--- src/rtl/spi_master_sched.sv ---
// Round-robin scheduler and SPI master engine sharing one SPI bus among NREQ requesters.
// Each requester posts a byte and a slave index. The winner is latched, shifted out MSB first
// in the latched CPOL/CPHA mode, and the received byte is returned with a one-cycle done pulse.
//
// Ports:
//   clk, rst       system clock, synchronous active-low reset
//   spcon_i        [0] enable, [1] cpha, [2] cpol
//   req_i          per-requester level request, held until done
//   req_data_i     tx byte of requester i at [8i+7:8i]
//   req_ssel_i     slave index of requester i at [SW*i +: SW]
//   gnt_o          one-hot grant, SETUP through HOLD
//   done_o         one-cycle pulse, rx_data_o valid
//   rx_data_o      received byte, held until next done
//   busy_o         high whenever not idle
//   sck_o, mosi_o, miso_i, ssn_o   SPI bus (ssn_o active low)
module spi_master_sched #(
  parameter int unsigned NREQ    = 4,
  parameter int unsigned NSLV    = 4,
  parameter int unsigned CLK_DIV = 4,
  localparam int unsigned SW     = $clog2(NSLV)
) (
  input  logic                 clk,
  input  logic                 rst,
  input  logic [7:0]           spcon_i,
  input  logic [NREQ-1:0]      req_i,
  input  logic [8*NREQ-1:0]    req_data_i,
  input  logic [SW*NREQ-1:0]   req_ssel_i,
  output logic [NREQ-1:0]      gnt_o,
  output logic                 done_o,
  output logic [7:0]           rx_data_o,
  output logic                 busy_o,
  output logic                 sck_o,
  output logic                 mosi_o,
  input  logic                 miso_i,
  output logic [NSLV-1:0]      ssn_o
);

  localparam int unsigned PW = $clog2(NREQ);
  localparam int unsigned CW = $clog2(CLK_DIV);

  typedef enum logic [1:0] {StIdle, StSetup, StXfer, StHold} state_e;

  state_e        state_q, state_d;
  logic [PW-1:0] ptr_q, ptr_d, win_q, win_d;
  logic [SW-1:0] ssel_q, ssel_d;
  logic          cpol_q, cpol_d, cpha_q, cpha_d;
  logic          sck_q, sck_d, mosi_q, mosi_d, done_q, done_d;
  logic [7:0]    tx_q, tx_d, rx_q, rx_d, rx_data_q, rx_data_d;
  logic [CW-1:0] cnt_q, cnt_d;
  logic [4:0]    edge_q, edge_d;  // sck edges already issued, 0..16

  // Round-robin search starting at ptr_q, wrapping at NREQ.
  logic          found;
  logic [PW-1:0] win_idx;
  logic [PW:0]   idx;
  always_comb begin
    found   = 1'b0;
    win_idx = '0;
    idx     = '0;
    for (int unsigned i = 0; i < NREQ; i++) begin
      idx = {1'b0, ptr_q} + (PW+1)'(i);
      if (idx >= (PW+1)'(NREQ)) idx = idx - (PW+1)'(NREQ);
      if (!found && req_i[idx[PW-1:0]]) begin
        found   = 1'b1;
        win_idx = idx[PW-1:0];
      end
    end
  end

  logic       tick, edge_fire, do_sample;
  logic [7:0] win_data;
  assign tick      = (cnt_q == CW'(CLK_DIV - 1));
  // Edge 1 lands at the end of SETUP; in XFER the interval after edge 16 issues no edge.
  assign edge_fire = tick && ((state_q == StSetup) || (state_q == StXfer && edge_q != 5'd16));
  // Odd edges (edge_q even) are leading; sample on leading for cpha=0, trailing for cpha=1.
  assign do_sample = ~edge_q[0] ^ cpha_q;
  assign win_data  = req_data_i[win_idx*8 +: 8];

  always_comb begin
    state_d   = state_q;
    ptr_d     = ptr_q;
    win_d     = win_q;
    ssel_d    = ssel_q;
    cpol_d    = cpol_q;
    cpha_d    = cpha_q;
    sck_d     = sck_q;
    mosi_d    = mosi_q;
    done_d    = 1'b0;
    tx_d      = tx_q;
    rx_d      = rx_q;
    rx_data_d = rx_data_q;
    cnt_d     = cnt_q;
    edge_d    = edge_q;

    unique case (state_q)
      StIdle: begin
        if (spcon_i[0] && found) begin
          state_d = StSetup;
          win_d   = win_idx;
          ssel_d  = req_ssel_i[win_idx*SW +: SW];
          cpol_d  = spcon_i[2];
          cpha_d  = spcon_i[1];
          sck_d   = spcon_i[2];
          cnt_d   = '0;
          edge_d  = '0;
          rx_d    = '0;
          if (!spcon_i[1]) begin
            mosi_d = win_data[7];
            tx_d   = {win_data[6:0], 1'b0};
          end else begin
            mosi_d = 1'b0;
            tx_d   = win_data;
          end
        end
      end
      StSetup, StXfer: begin
        cnt_d = tick ? '0 : cnt_q + CW'(1);
        if (tick && state_q == StSetup) state_d = StXfer;
        if (tick && state_q == StXfer && edge_q == 5'd16) state_d = StHold;
      end
      StHold: begin
        cnt_d = tick ? '0 : cnt_q + CW'(1);
        if (tick) begin
          state_d   = StIdle;
          done_d    = 1'b1;
          rx_data_d = rx_q;
          mosi_d    = 1'b0;
          ptr_d     = (win_q == PW'(NREQ - 1)) ? '0 : win_q + PW'(1);
        end
      end
      default: state_d = StIdle;
    endcase

    if (edge_fire) begin
      sck_d  = ~sck_q;
      edge_d = edge_q + 5'd1;
      if (do_sample) begin
        rx_d = {rx_q[6:0], miso_i};
      end else if (cpha_q || edge_q != 5'd15) begin
        // No shift after the final trailing edge in cpha=0.
        mosi_d = tx_q[7];
        tx_d   = {tx_q[6:0], 1'b0};
      end
    end
  end

  always_ff @(posedge clk) begin
    if (!rst) begin
      state_q   <= StIdle;
      ptr_q     <= '0;
      win_q     <= '0;
      ssel_q    <= '0;
      cpol_q    <= 1'b0;
      cpha_q    <= 1'b0;
      sck_q     <= 1'b0;
      mosi_q    <= 1'b0;
      done_q    <= 1'b0;
      tx_q      <= '0;
      rx_q      <= '0;
      rx_data_q <= '0;
      cnt_q     <= '0;
      edge_q    <= '0;
    end else begin
      state_q   <= state_d;
      ptr_q     <= ptr_d;
      win_q     <= win_d;
      ssel_q    <= ssel_d;
      cpol_q    <= cpol_d;
      cpha_q    <= cpha_d;
      sck_q     <= sck_d;
      mosi_q    <= mosi_d;
      done_q    <= done_d;
      tx_q      <= tx_d;
      rx_q      <= rx_d;
      rx_data_q <= rx_data_d;
      cnt_q     <= cnt_d;
      edge_q    <= edge_d;
    end
  end

  // Grant and selects decode from registered state only; an out-of-range ssel asserts nothing.
  always_comb begin
    gnt_o = '0;
    ssn_o = '1;
    if (state_q != StIdle) begin
      gnt_o[win_q] = 1'b1;
      for (int unsigned j = 0; j < NSLV; j++) begin
        if (ssel_q == SW'(j)) ssn_o[j] = 1'b0;
      end
    end
  end

  assign busy_o    = (state_q != StIdle);
  assign done_o    = done_q;
  assign rx_data_o = rx_data_q;
  assign sck_o     = sck_q;
  assign mosi_o    = mosi_q;

endmodule

--- config.mk ---
export PLATFORM = sky130hd
export DESIGN_NAME = spi_master_sched
export DESIGN_NICKNAME = d
export VERILOG_FILES = /design/src/rtl/spi_master_sched.sv
export SDC_FILE = /design/constraint.sdc
export NUM_CORES = 1
export LEC_CHECK = 0
export BUFFER_PORTS_ARGS = -buffer_cell sky130_fd_sc_hd__buf_4
export CORE_MARGIN = 3
export CORE_UTILIZATION = 52
export DETAILED_ROUTE_END_ITERATION = 8
export GPL_TIMING_DRIVEN = 0
export MAX_ROUTING_LAYER = met4
export PLACE_DENSITY = 0.85
export SLEW_MARGIN = 20
export SYNTH_ARGS = -nofsm -noshare
export SYNTH_HDL_FRONTEND = slang
export SYNTH_SLANG_ARGS = --single-unit
--- constraint.sdc ---
create_clock -name clk -period 2.56 [get_ports clk]
set_input_delay 0.384 -clock clk [delete_from_list [all_inputs] [get_ports clk]]
set_output_delay 0.384 -clock clk [all_outputs]
set_load 0.01 [all_outputs]
After elaboration in Yosys (flattened, before gate mapping) --
Index checks and enable logic that the tools add are counted.
Storage, ports and cells: register bits 43, input bits 55, output and inout port bits 20, word-level logic and storage cells 140
Operators by class: add/sub/neg operators 10, magnitude comparators 10, eq/ne operators 14, shift operators 2, multiplexer cells 61, bitwise gates (word level) 3, reductions and logical operators 27
Operators by type and width (number):
- two-way mux 8 bit | 10
- variable part select 32 x 6 -> 8 bit | 1
- two-way mux 2 bit | 15
- two-way mux 1 bit | 23
- < comparator 2 x 3 -> 1 bit, second input constant | 5
- two-way mux 5 bit | 3
- equality test 2 bit, second input constant | 6
- logical AND 1 bit | 10
- >= comparator 3 bit, second input constant | 3
- binary-select mux 1 bit (select 2 bit) | 4
- two-way mux 4 bit | 2
- AND reduction 2 bit | 4
- variable part select 8 x 4 -> 2 bit | 1
- subtractor 2 x 1 -> 2 bit, second input constant | 4
- adder 2 x 2 -> 3 bit, second input constant | 2
- case mux 2 bit (3 select lines) | 1
- nonzero test 2 bit | 3
- adder 5 x 1 -> 5 bit, second input constant | 1
- equality test 5 bit, second input constant | 1
- inequality test 5 x 4 -> 1 bit, second input constant | 1
- inequality test 5 bit, second input constant | 1
- adder 2 x 1 -> 2 bit, second input constant | 2
- equality test 2 x 1 -> 1 bit, second input constant | 2
- zero test 2 bit | 2
- 15 further kinds | 20

Longest topological paths before layout --
word-level depth 21, depth in mapped cells 10, mapped depth without buffers 9

Least setup slack after synthesis --
OpenSTA, ideal clock, no wires.
path type register to register, start register edge_q[0], end register tx_q[5], data arrival time 1.989 ns, required time 2.444 ns, slack 0.455 ns, cell stages (with the launch flop) 10, buffers on the path 1, clock period less this slack 2.105 ns, cells stage by stage dfxtp_1 > ha_1 > and3_1 > ha_1 > nor3b_1 > a21oi_1 > nor3_2 > buf_2 > o21ai_0 > a31o_1
Between the ends: longest elaborated chain between the ends 5, elaborated cells between the ends (all ways) 11
Ends and longest elaborated chain:
- start: declaration | RTL line 50 | logic [4:0] edge_q, edge_d;
- start signal: assignment | RTL line 177 | edge_q <= edge_d;
- inequality test 5 x 4 -> 1 bit / inequality test 5 bit (equally long branches) | RTL line 139, 74
- logical OR 1 bit / logical AND 1 bit (equally long branches) | RTL line 139, 74
- two-way mux 8 bit / logical OR 1 bit (equally long branches) | RTL line 139, 74
- two-way mux 8 bit / logical AND 1 bit (equally long branches) | RTL line 137, 74
- two-way mux 8 bit * | RTL line 134 | if (edge_fire) begin
- end signal: assignment | RTL line 173 | tx_q <= tx_d;
- end: declaration | RTL line 48 | logic [7:0] tx_q, tx_d, rx_q, rx_d, rx_data_q, rx_data_d;
Mark *: on every way between the ends. The rest lies on a longest branch, timed or not. A chain may end at the register's enable or synchronous reset.

Worst setup path after layout --
start register edge_q[0], end register tx_q[7]
The elaborated chain is that of the path after synthesis.

==> metrics.yaml <==
timing:
  finalMaxSlewViolations: 0
  period_minus_slack_ns: 2.40
  max_freq_mhz: 417
  max_slew_margin_pct: 55.9
  worst_slew_pin_slew_ns: 0.654
  clock_skew_ns: 0.00584
  finalHoldViolCount: 0
  finalSetupTns_ns: 0
  worst_slack_ns: 0.162
  fin_crit_sh_pct: 93.7
  rsz0062_at_grt: "no"
  setup_viol: 0
drt:
  vias: 2621
  dr.first_iter.drc_count: 283
  drt_wl_total_um: 6820
  vias_per_cell: 5.62
  final_antenna_net_count: 0
  post-route-drc-count: 0
  wl_per_cell_um: 14.6
  drt_first_pass_iters: 5
global_routing:
  grt_pass1_vias: 2483
  grt_usage_pct: 23.7
  grt_overflow: 0
  antenna_found_initial: 0
  grt_pass1_wl_um: 11200
  grt_max_degree: 16
clock_network:
  clockBufferDepth: 2
  htree_levels: 2
  cts_root_buf: "clkbuf_8"
  clk_latency_ns: 0.30
  cts.sinks: 43
  cts_tree: "done"
  hold_buffers: 0
  cts_buffers: 5
  path_clk_slew_ns: 0.09
hold_path:
  hold_class: "primary input to register"
synthesis:
  synth_top_area_cell: "dfxtp_1"
  syn_nets: 389
  synthTopCellsByArea: "dfxtp_1, mux2i_1, nand2_1"
  avgSynthCellArea_um2: 8.18
  ys_types: 49
  ys_ff_latch: 43
  synthArstFlopShare_pct: 0
  syn_inst: 322
  synth-main-ff-cell: "dfxtp_1"
  synth_edf_count: 0
  synth_top_area_share_pct: 32.7
  yosysSeqAreaShare_pct: 32.7
  synth_area_mm2: 0.00263
  yosys_warnings: 0
run_status:
  outcome: "completed"
die:
  fp.dieW_um: 77.2
  start_util_pct: 54.6
  core-area_mm2: 0.00482
  rows: 25
  pin_count: 75
  die_height_um: 77.2
  dieArea_mm2: 0.00595
setup_path:
  crit_type: "register to register"
  worst_ep_required_time_ns: 2.81
  critPathLaunchType: "register"
  setup.worst_path.end_class: "register"
  worst_ep_arrival_time_ns: 2.65
  critPathMaxFanout: 10
finish:
  layout.nets: 465
  insertedDiodeCount: 0
  mostFrequentLayoutCell: "buf_4"
  mostFrequentLayoutCells: "buf_4, nand2_1, dfxtp_1"
  area_delta_synth_final_pct: 27.5
  drive_above_1_share_pct: 23.1
power:
  power_density_mw_per_mm2: 624
  leakagePower_nw: 1.36
  ir_worst_vdd_v: 0.000540
placed_design:
  place.gp.congestion: 0.829
  dpl_worst_slack_ns: 0.0893
  portBuffers: 69
  post-dp-hpwl_um: 5150
flow_run:
  cap_violations: 0
path summary, 6_finish.rpt:
path | from | end | slack (ns) | cells past startpoint
hold reg to reg | rx_data_o[4]$_SDFFE_PN0P_ | rx_data_o[4]$_SDFFE_PN0P_ | 0.47 | 2
setup / recovery | edge_q[0]$_SDFFE_PN0P_ | tx_q[7]$_SDFF_PN0_ | 0.16 | 10
hold / removal | miso_i | rx_q[0]$_SDFF_PN0_ | 0.34 | 3
setup reg to reg | edge_q[0]$_SDFFE_PN0P_ | tx_q[7]$_SDFF_PN0_ | 0.16 | 10
logic make-up after synthesis:
| group | share of synthesized area [%] |
|---|---|
| buffers and inverters | 6.42 |
| xor gates and xnor gates | 0.333 |
| DFF | 32.7 |
| AOI/OAI and AO/OA | 23.5 |
| muxes | 10.4 |
| and+or+nand+nor | 21.0 |
| adders and majority gates | 5.70 |
flip-flops by register name, indices dropped and copies added (netlist names):
register   flops
sck_o          1
rx_data_o      8
ptr_q          2
tx_q           8
ssel_q         2
rx_q           8
cpha_q         1
cnt_q          2
win_q          2
done_o         1
edge_q         5
mosi_o         1
state_q        2
final cells by class:
cell class                 instances  area, um^2
multi-input combinational        244        1610
fill                             411        1460
sequential                        43         861
timing repair buffer              69         518
buffer                            19         109
tap                               67        83.8
clock buffer                       5        68.8
inverter                          16        60.1
clock inverter                     3        46.3
routing by layer:
layer | GRT usage, % | share of wire, % | routed length, um | vias to the layer above
met5 | - | 0 | 0 | -
met2 | 39.5 | 51 | 3450 | 74
met1 | 29.5 | 44 | 2990 | 1245
met4 | 7.30 | 1.6 | 107 | 0
li1 | - | - | - | 1291
met3 | 3.76 | 3.9 | 269 | 11
critical path, stage by stage, from the launching register on:
cell and delay [ns]:
dfxtp_1 0.39, ha_1 0.26, and3_1 0.19, ha_1 0.18, nor3b_1 0.21, a21oi_1 0.10
nor3_4 0.35, buf_2 0.31, nand3_1 0.11, o31ai_1 0.11, a31o_1 0.14
per-stage QoR:
| step | power (W) | utilization [%] | area, um^2 | hold WS [ns] | instances |
|---|---|---|---|---|---|
| detailed placement | 0.00154 | 67.1 | 3230 | 0.461 | 458 |
| finish | 0.00209 | 69.7 | 3360 | 0.339 | 466 |
| floorplan | 0.00128 | - | 2630 | 0.429 | 322 |
| global route | 0.00223 | 69.7 | 3360 | 0.336 | 466 |
| CTS | 0.00208 | 69.5 | 3350 | 0.331 | 466 |
| global placement | 0.00151 | 67.1 | 3230 | 0.453 | 458 |
report_power, final:
part | internal (W) | switching (W)
combinational | 0.000329 | 0.000436
sequential | 0.000734 | 0.0000505
clock | 0.000294 | 0.000251
timing repair:
action / 4_1_cts / 5_1_grt
gates resized for setup: 0 / 1
setup endpoints to repair: 0 / 8
hold endpoints to repair: 0 / 0
setup buffers: 0 / 0
Yosys cell counts (5+ instances only):
cell      number
ha_1          12
nor2_1         9
a21oi_1       22
o21ai_0       10
dfxtp_1       43
a22oi_1       13
nand3_1       22
and2_1         6
mux2i_1       24
nand2_1       54
a31o_1         6
nor2b_1        8
o31ai_1        5
a21boi_0      16
clkbuf_1      10
inv_1         16
Note: power is estimated with default switching activity, not from simulation.
